### src/rtl/noc_rr_merge_arbiter.sv
// N-to-1 round-robin merge arbiter for NoC packets with a one-entry registered
// output stage, winning-source sideband and a wrapping accepted-packet counter.
module noc_rr_merge_arbiter #(
  parameter int N  = 4,
  parameter int W  = 9,
  parameter int SW = $clog2(N),
  parameter int CW = 16
) (
  input  logic           clk,
  input  logic           rst_n,
  input  logic [N-1:0]   in_valid,
  input  logic [N*W-1:0] in_data,
  output logic [N-1:0]   in_ready,
  input  logic [N-1:0]   en_mask,
  output logic           out_valid,
  output logic [W-1:0]   out_data,
  output logic [SW-1:0]  out_src,
  input  logic           out_ready,
  output logic [CW-1:0]  pkt_count
);

  logic [W-1:0]  data_arr [N];
  logic [N-1:0]  req;
  logic          load_ok;
  logic          grant_any;
  logic          accept;
  logic [SW-1:0] winner;
  logic [SW:0]   pos_ext;
  logic [SW-1:0] pos;

  logic          out_valid_reg;
  logic [W-1:0]  out_data_reg;
  logic [SW-1:0] out_src_reg;
  logic [SW-1:0] rr_ptr_reg;
  logic [CW-1:0] pkt_count_reg;

  genvar gi;
  generate
    for (gi = 0; gi < N; gi++) begin : g_unpack
      assign data_arr[gi] = in_data[gi*W +: W];
    end
  endgenerate

  // Scan offsets 0..N-1 from rr_ptr; the first eligible requester wins.
  always_comb begin
    req       = in_valid & en_mask;
    load_ok   = !out_valid_reg || out_ready;
    grant_any = 1'b0;
    winner    = '0;
    pos_ext   = '0;
    pos       = '0;
    for (int k = 0; k < N; k++) begin
      pos_ext = {1'b0, rr_ptr_reg} + (SW+1)'(k);
      if (pos_ext >= (SW+1)'(N)) begin
        pos_ext = pos_ext - (SW+1)'(N);
      end
      pos = pos_ext[SW-1:0];
      if (!grant_any && req[pos]) begin
        grant_any = 1'b1;
        winner    = pos;
      end
    end
  end

  // Gated by rst_n so no requester sees an accept while reset is held.
  assign in_ready = (rst_n && load_ok && grant_any) ? (N'(1) << winner) : '0;
  assign accept   = |in_ready;

  always_ff @(posedge clk or negedge rst_n) begin
    if (!rst_n) begin
      out_valid_reg <= 1'b0;
      out_data_reg  <= '0;
      out_src_reg   <= '0;
      rr_ptr_reg    <= '0;
      pkt_count_reg <= '0;
    end else if (accept) begin
      out_valid_reg <= 1'b1;
      out_data_reg  <= data_arr[winner];
      out_src_reg   <= winner;
      rr_ptr_reg    <= (winner == SW'(N-1)) ? '0 : winner + 1'b1;
      pkt_count_reg <= pkt_count_reg + 1'b1;
    end else if (out_valid_reg && out_ready) begin
      out_valid_reg <= 1'b0;
    end
  end

  assign out_valid = out_valid_reg;
  assign out_data  = out_data_reg;
  assign out_src   = out_src_reg;
  assign pkt_count = pkt_count_reg;

endmodule

### config.mk
export PLATFORM = sky130hd
export DESIGN_NAME = noc_rr_merge_arbiter
export DESIGN_NICKNAME = d
export VERILOG_FILES = /design/src/rtl/noc_rr_merge_arbiter.sv
export SDC_FILE = /design/constraint.sdc
export NUM_CORES = 1
export LEC_CHECK = 0
export ABC_AREA = 1
export ABC_CLOCK_PERIOD_IN_PS = 3900
export BUFFER_PORTS_ARGS = -buffer_cell sky130_fd_sc_hd__buf_4
export CORE_AREA = 2 2 77 79
export DETAILED_ROUTE_END_ITERATION = 6
export DIE_AREA = 0 0 79 81
export PLACE_DENSITY = 0.7
export SYNTH_ARGS = -nofsm -noshare
export SYNTH_HDL_FRONTEND = slang
export SYNTH_SLANG_ARGS = --single-unit
export TNS_END_PERCENT = 1
### constraint.sdc
create_clock -name clk -period 3.9 [get_ports clk]
set_clock_uncertainty 0.15 [all_clocks]
set_input_delay 0.39 -clock clk [delete_from_list [all_inputs] [get_ports clk]]
set_output_delay 0.39 -clock clk [all_outputs]
set_load 0.005 [all_outputs]
Word-level counts from Yosys, hierarchy flattened
Cells that the tools add are included.
{"block": "word_totals", "register_bits": 30, "latch_bits": 0, "mem_bits_rw": 0, "rom_bits": 0, "in_bits": 47, "out_inout_bits": 32, "elab_cells": 67, "n_memories": 0}
{"block": "op_classes", "add_sub_neg": 9, "n_mul": 0, "n_div": 0, "magnitude_cmp": 9, "eq_ne": 1, "shift": 1, "n_mux": 27, "bitwise_logic": 2, "reduce_logical": 13}
{"cell": "binary-select mux 9 bit (select 2 bit)", "n": 1}
{"cell": "2-to-1 mux 2 bit", "n": 9}
{"cell": "2-to-1 mux 9 bit", "n": 2}
{"cell": "adder 16 x 1 -> 16 bit (second input constant)", "n": 1}
{"cell": ">= comparator 3 bit (second input constant)", "n": 4}
{"cell": "less-than comparator 2 x 3 -> 1 bit (second input constant)", "n": 4}
{"cell": "2-to-1 mux 1 bit", "n": 10}
{"cell": "binary-select mux 1 bit (select 2 bit)", "n": 4}
{"cell": "subtractor 2 x 1 -> 2 bit (second input constant)", "n": 4}
{"cell": "adder 2 x 2 -> 3 bit (second input constant)", "n": 2}
{"cell": "logical AND 1 bit", "n": 6}
{"cell": "AND 4 bit", "n": 1}
{"cell": "zero test 1 bit", "n": 4}
{"cell": "2-to-1 mux 4 bit", "n": 1}
{"cell": "OR reduction 4 bit", "n": 1}
{"cell": "<< shifter 1 x 2 -> 4 bit (first input constant)", "n": 1}
{"cell": "adder 2 x 1 -> 3 bit (second input constant)", "n": 1}
{"cell": ">= comparator 2 x 3 -> 1 bit (second input constant)", "n": 1}
{"cell": "inverter 2 -> 3 bit", "n": 1}
{"cell": "adder 2 x 1 -> 2 bit (second input constant)", "n": 1}
{"cell": "equality test 2 bit (second input constant)", "n": 1}
{"cell": "nonzero test 2 bit", "n": 1}
{"cell": "logical OR 1 bit", "n": 1}

Logic depth before layout (Yosys ltp)
{"block": "depth", "word_depth": 18, "depth_mapped": 17, "depth_no_buf": 14}

Worst setup path before layout
Ideal clock, no wire load.
{"block": "synth_timing", "kind": "register to register", "from": "reg rr_ptr_reg[1]", "to": "reg out_data_reg[0], in the netlist out_data[0]", "setup_time_ns": 0.116, "arrival_time_ns": 2.260, "required_ns": 3.634, "slack_ns": 1.374, "path_stages_with_launch": 18, "path_buffers": 4, "period_less_slack_ns": 2.526, "cell_sequence": "dfrtp_1 buf_2 inv_2 nand2_1 nand2_1 nand2_1 nand2_2 nand3_1 nand3_2 nand2_4 buf_6 buf_12 ha_1 o21ai_4 nand2_8 buf_4 nand2_1 nand2_1"}
{"block": "synth_via", "elab_chain_len": 18, "elab_cells_between_ends": 45, "cone_classes": "add/sub: 7; order compare: 4; shift: 1; mux: 24; bitwise: 1; reduce/logical: 8"}
{"item": "from (decl)", "line": "34", "rtl": "logic [SW-1:0] rr_ptr_reg;"}
{"item": "from (signal assigned)", "line": "80", "rtl": "rr_ptr_reg <= (winner == SW'(N-1)) ? '0 : winner + 1'b1;"}
{"item": "parallel branches: the longest is 18 deep, another holds adder 2 x 1 -> 3 bit"}
{"item": "to (signal assigned)", "line": "78", "rtl": "out_data_reg <= data_arr[winner];"}
{"item": "to (decl)", "line": "32", "rtl": "logic [W-1:0] out_data_reg;"}
Parallel ways; which one is timed is not known. The select of a mux whose other input is x is not followed.
A chain may end at the register's enable or synchronous reset.

Worst setup path after layout
{"block": "layout_timing", "from": "reg rr_ptr_reg[0]", "to": "out in_ready[3]"}
{"block": "layout_via", "elab_chain_len": 16, "elab_cells_between_ends": 40, "cone_classes": "add/sub: 7; order compare: 4; shift: 1; mux: 21; reduce/logical: 7"}
{"item": "parallel branches: the longest is 15 deep, another holds adder 2 x 1 -> 3 bit"}
{"item": "2-to-1 mux 4 bit *", "line": "66", "rtl": "assign in_ready = (rst_n && load_ok && grant_any) ? (N'(1) << winner) : '0;"}
{"item": "to (decl)", "line": "13", "rtl": "output logic [N-1:0] in_ready,"}
Every way passes the cells marked *. The select of a mux whose other input is x is not followed.

==> run_results.csv <==
group,metric,value,unit
global_routing,grt_pass1_wl,9780,um
global_routing,antenna_found_initial,0,
cts,cts-buffers-inserted,5,
sta,fin_crit_sh,0.823,
logic_synthesis,syn_inst,358,
logic_synthesis,avgSynthCellArea,6.73,um2
floorplanning,die_w,79,um
run_status,status,"finished, final reports clean",
placement,io_buffers,78,
logic_synthesis,syn-num-nets,408,
logic_synthesis,synth.most_common_cell,"nand2_1",
logic_synthesis,yosys_warnings,0,
cts,cts.path.max_buffers,2,
global_routing,overflow,0,
floorplanning,core-area,0.00568,mm2
layout,diodes,0,
placement,place.gp.congestion,0.931,
power,p_leak,1.78,nW
logic_synthesis,synth_edf_count,0,
logic_synthesis,netlist.area_leader.share,0.312,
logic_synthesis,synth_area_leader_cell,"dfrtp_1",
routing,wl_per_cell,11.3,um
sta,hold_viol,0,
global_routing,grt_usage,0.189,
logic_synthesis,netlist_area,0.00241,mm2
floorplanning,die_h,81,um
sta,max_freq,0.312,GHz
logic_synthesis,synth_compound_area_frac,0.0436,
sta,setup_violations,0,
global_routing,grt_start_max_net_pins,38,
routing,viasPerCell,4.70,
sta,slew-limit-headroom,0.692,
layout,drive_above_1_share,0.275,
cts,clockRootBuffer,"clkbuf_8",
logic_synthesis,synthAdderAreaFrac,0.0156,
cts,htree_levels,2,
worst_setup_path,r2r_setup_slack,910,ps
power,p_per_area,757,mW/mm2
sta,fin_ws,692,ps
logic_synthesis,synthFlopType,"dfrtp_1",
logic_synthesis,ys_seq_area_frac,0.312,
cts,path_clk_slew,60,ps
logic_synthesis,synthSimpleGateAreaFrac,0.441,
worst_hold_path,hp-class,"input pin to flop",
power,totalPowerFinal,0.00235,W
routing,routed_wl,5710,um
worst_setup_path,cp.required,3360,ps
floorplanning,boundaryPins,79,
cts,cts_tree,"built",
cts,clock_sinks,30,
placement,dp_worst_setup_slack,924,ps
worst_setup_path,rr_worst_depth,13,
cts,post-cts-setup-buffer-count,0,
sta,tns,0,ps
sta,finalMaxSlewViolations,0,
routing,drc,0,
floorplanning,rows,28,
worst_hold_path,whs_path_depth,4,
logic_synthesis,ys_types,29,
worst_setup_path,critPathArrivalTime,2670,ps
sta,period_minus_slack,3210,ps
layout,layout.nets,483,
logic_synthesis,async_flop_share,1.00,
cts,cts_resized,0,
worst_setup_path,end_kind,"primary output",
placement,hpwl,4350,um
logic_synthesis,synth_top_family_by_area,"simple AND/OR/NAND/NOR gates",
routing,first_iter_violations,158,
routing,detail-route-antenna-nets,0,
floorplanning,initial_utilization,0.425,
sta,worst_slew_pin_slew,462,ps
worst_setup_path,path_class,"flop to primary output",
layout,largest_register_ff_count,16,
worst_setup_path,start_kind,"flop",
sta,rsz0062_at_grt,"false",
power,peakVddDrop,0.337,mV
layout,nFillCells,559,
cts,worstSkewPairLatency,280,ps
global_routing,grt_pass1_vias,2243,
logic_synthesis,ys_ff_latch,30,
run,maxCapViolCount,0,
logic_synthesis,netlist_top_cells_area,"dfrtp_1 (31%), nand2_1 (17%), nand3_1 (15%), inv_1 (8.6%), xor2_1 (5.1%)",
cts,cts_hold_buf,1,
routing,first_pass_iters,4,
routing,vias,2383,
logic_synthesis,synthTopCellsByCount,"nand2_1 (110), nand3_1 (70), inv_1 (55)",
layout,areaGrowthSynthToFinish,28.6,%
logic_synthesis,synth_xor_area_frac,0.0509,
logic_synthesis,synth.area.mux_share,0,
worst_setup_path,path_max_fanout,23,
floorplanning,dieArea,0.00640,mm2
per-layer routing:
metal  global-route usage  up-vias  share of wire
met2                0.304       85           0.44
li1                     -     1264              -
met3               0.0467       12          0.073
met4               0.0707        0          0.026
met5                    0        -              0
met1                0.248     1022           0.46
power by group:
group	total, W	switching (W)	internal [W]
clock network	0.000240	0.000104	0.000136
logic	0.00155	0.000957	0.000596
registers	0.000553	0.000120	0.000432
stage by stage:
step | utilization | hold WS [ps] | cell area [um2] | std cells
after floorplan | - | -55.6 | 2410 | 358
after global placement | 0.530 | 191 | 3010 | 500
after detailed placement | 0.530 | 194 | 3010 | 500
after CTS | 0.546 | 249 | 3100 | 507
after global routing | 0.546 | 250 | 3100 | 507
final | 0.546 | 251 | 3100 | 507
layout by cell type, fill, tap and decap left out, drive strengths merged, types with 3 or more instances in the layout:
cell	synthesis	layout
o21ai	13	13
xor2	14	14
nor2	13	13
nand3	74	74
ha	3	3
nor3	3	3
nand2	126	126
dfrtp	30	30
buf	15	82
clkbuf	0	6
inv	58	58
nand4	4	4
layout make-up:
type                            instances  area (um2)  area share
Clock buffer                            6        82.6      0.0267
Tap cell                               75        93.8      0.0303
Multi-Input combinational cell        255        1330       0.429
Sequential cell                        30         751       0.242
Timing Repair Buffer                   83         626       0.202
Inverter                               58         218      0.0703
worst paths after layout:
kind	from	end
min	out_ready	out_valid$_DFFE_PN0P_
max	rr_ptr_reg[0]$_DFFE_PN0P_	in_ready[3]
min in group asynchronous	rst_n	pkt_count[9]$_DFFE_PN0P_
max in group asynchronous	rst_n	pkt_count[14]$_DFFE_PN0P_
min reg2reg	out_src[0]$_DFFE_PN0P_	out_src[0]$_DFFE_PN0P_
max reg2reg	rr_ptr_reg[0]$_DFFE_PN0P_	out_data[8]$_DFFE_PN0P_
critical path: stages, from the launching register on:
cell and delay, ps:
dfrtp_1 630, inv_2 170, nand3_2 120, nand3_1 110
nand2_4 130, nand3_1 100, nand3_2 70, buf_4 240
nand2_4 200, inv_2 120, nand2_4 180, nor2_1 180
buf_4 140
kinds of logic (layout without fill, tap and decap cells):
group                      Yosys count  in the layout
and+or+nand+nor                    223            223
buffers and inverters               73            147
DFF                                 30             30
AOI/OAI and AO/OA                   15             15
xor gates and xnor gates            14             14
adders and majority gates            3              3
Note: power is estimated with default switching activity, not from simulation.
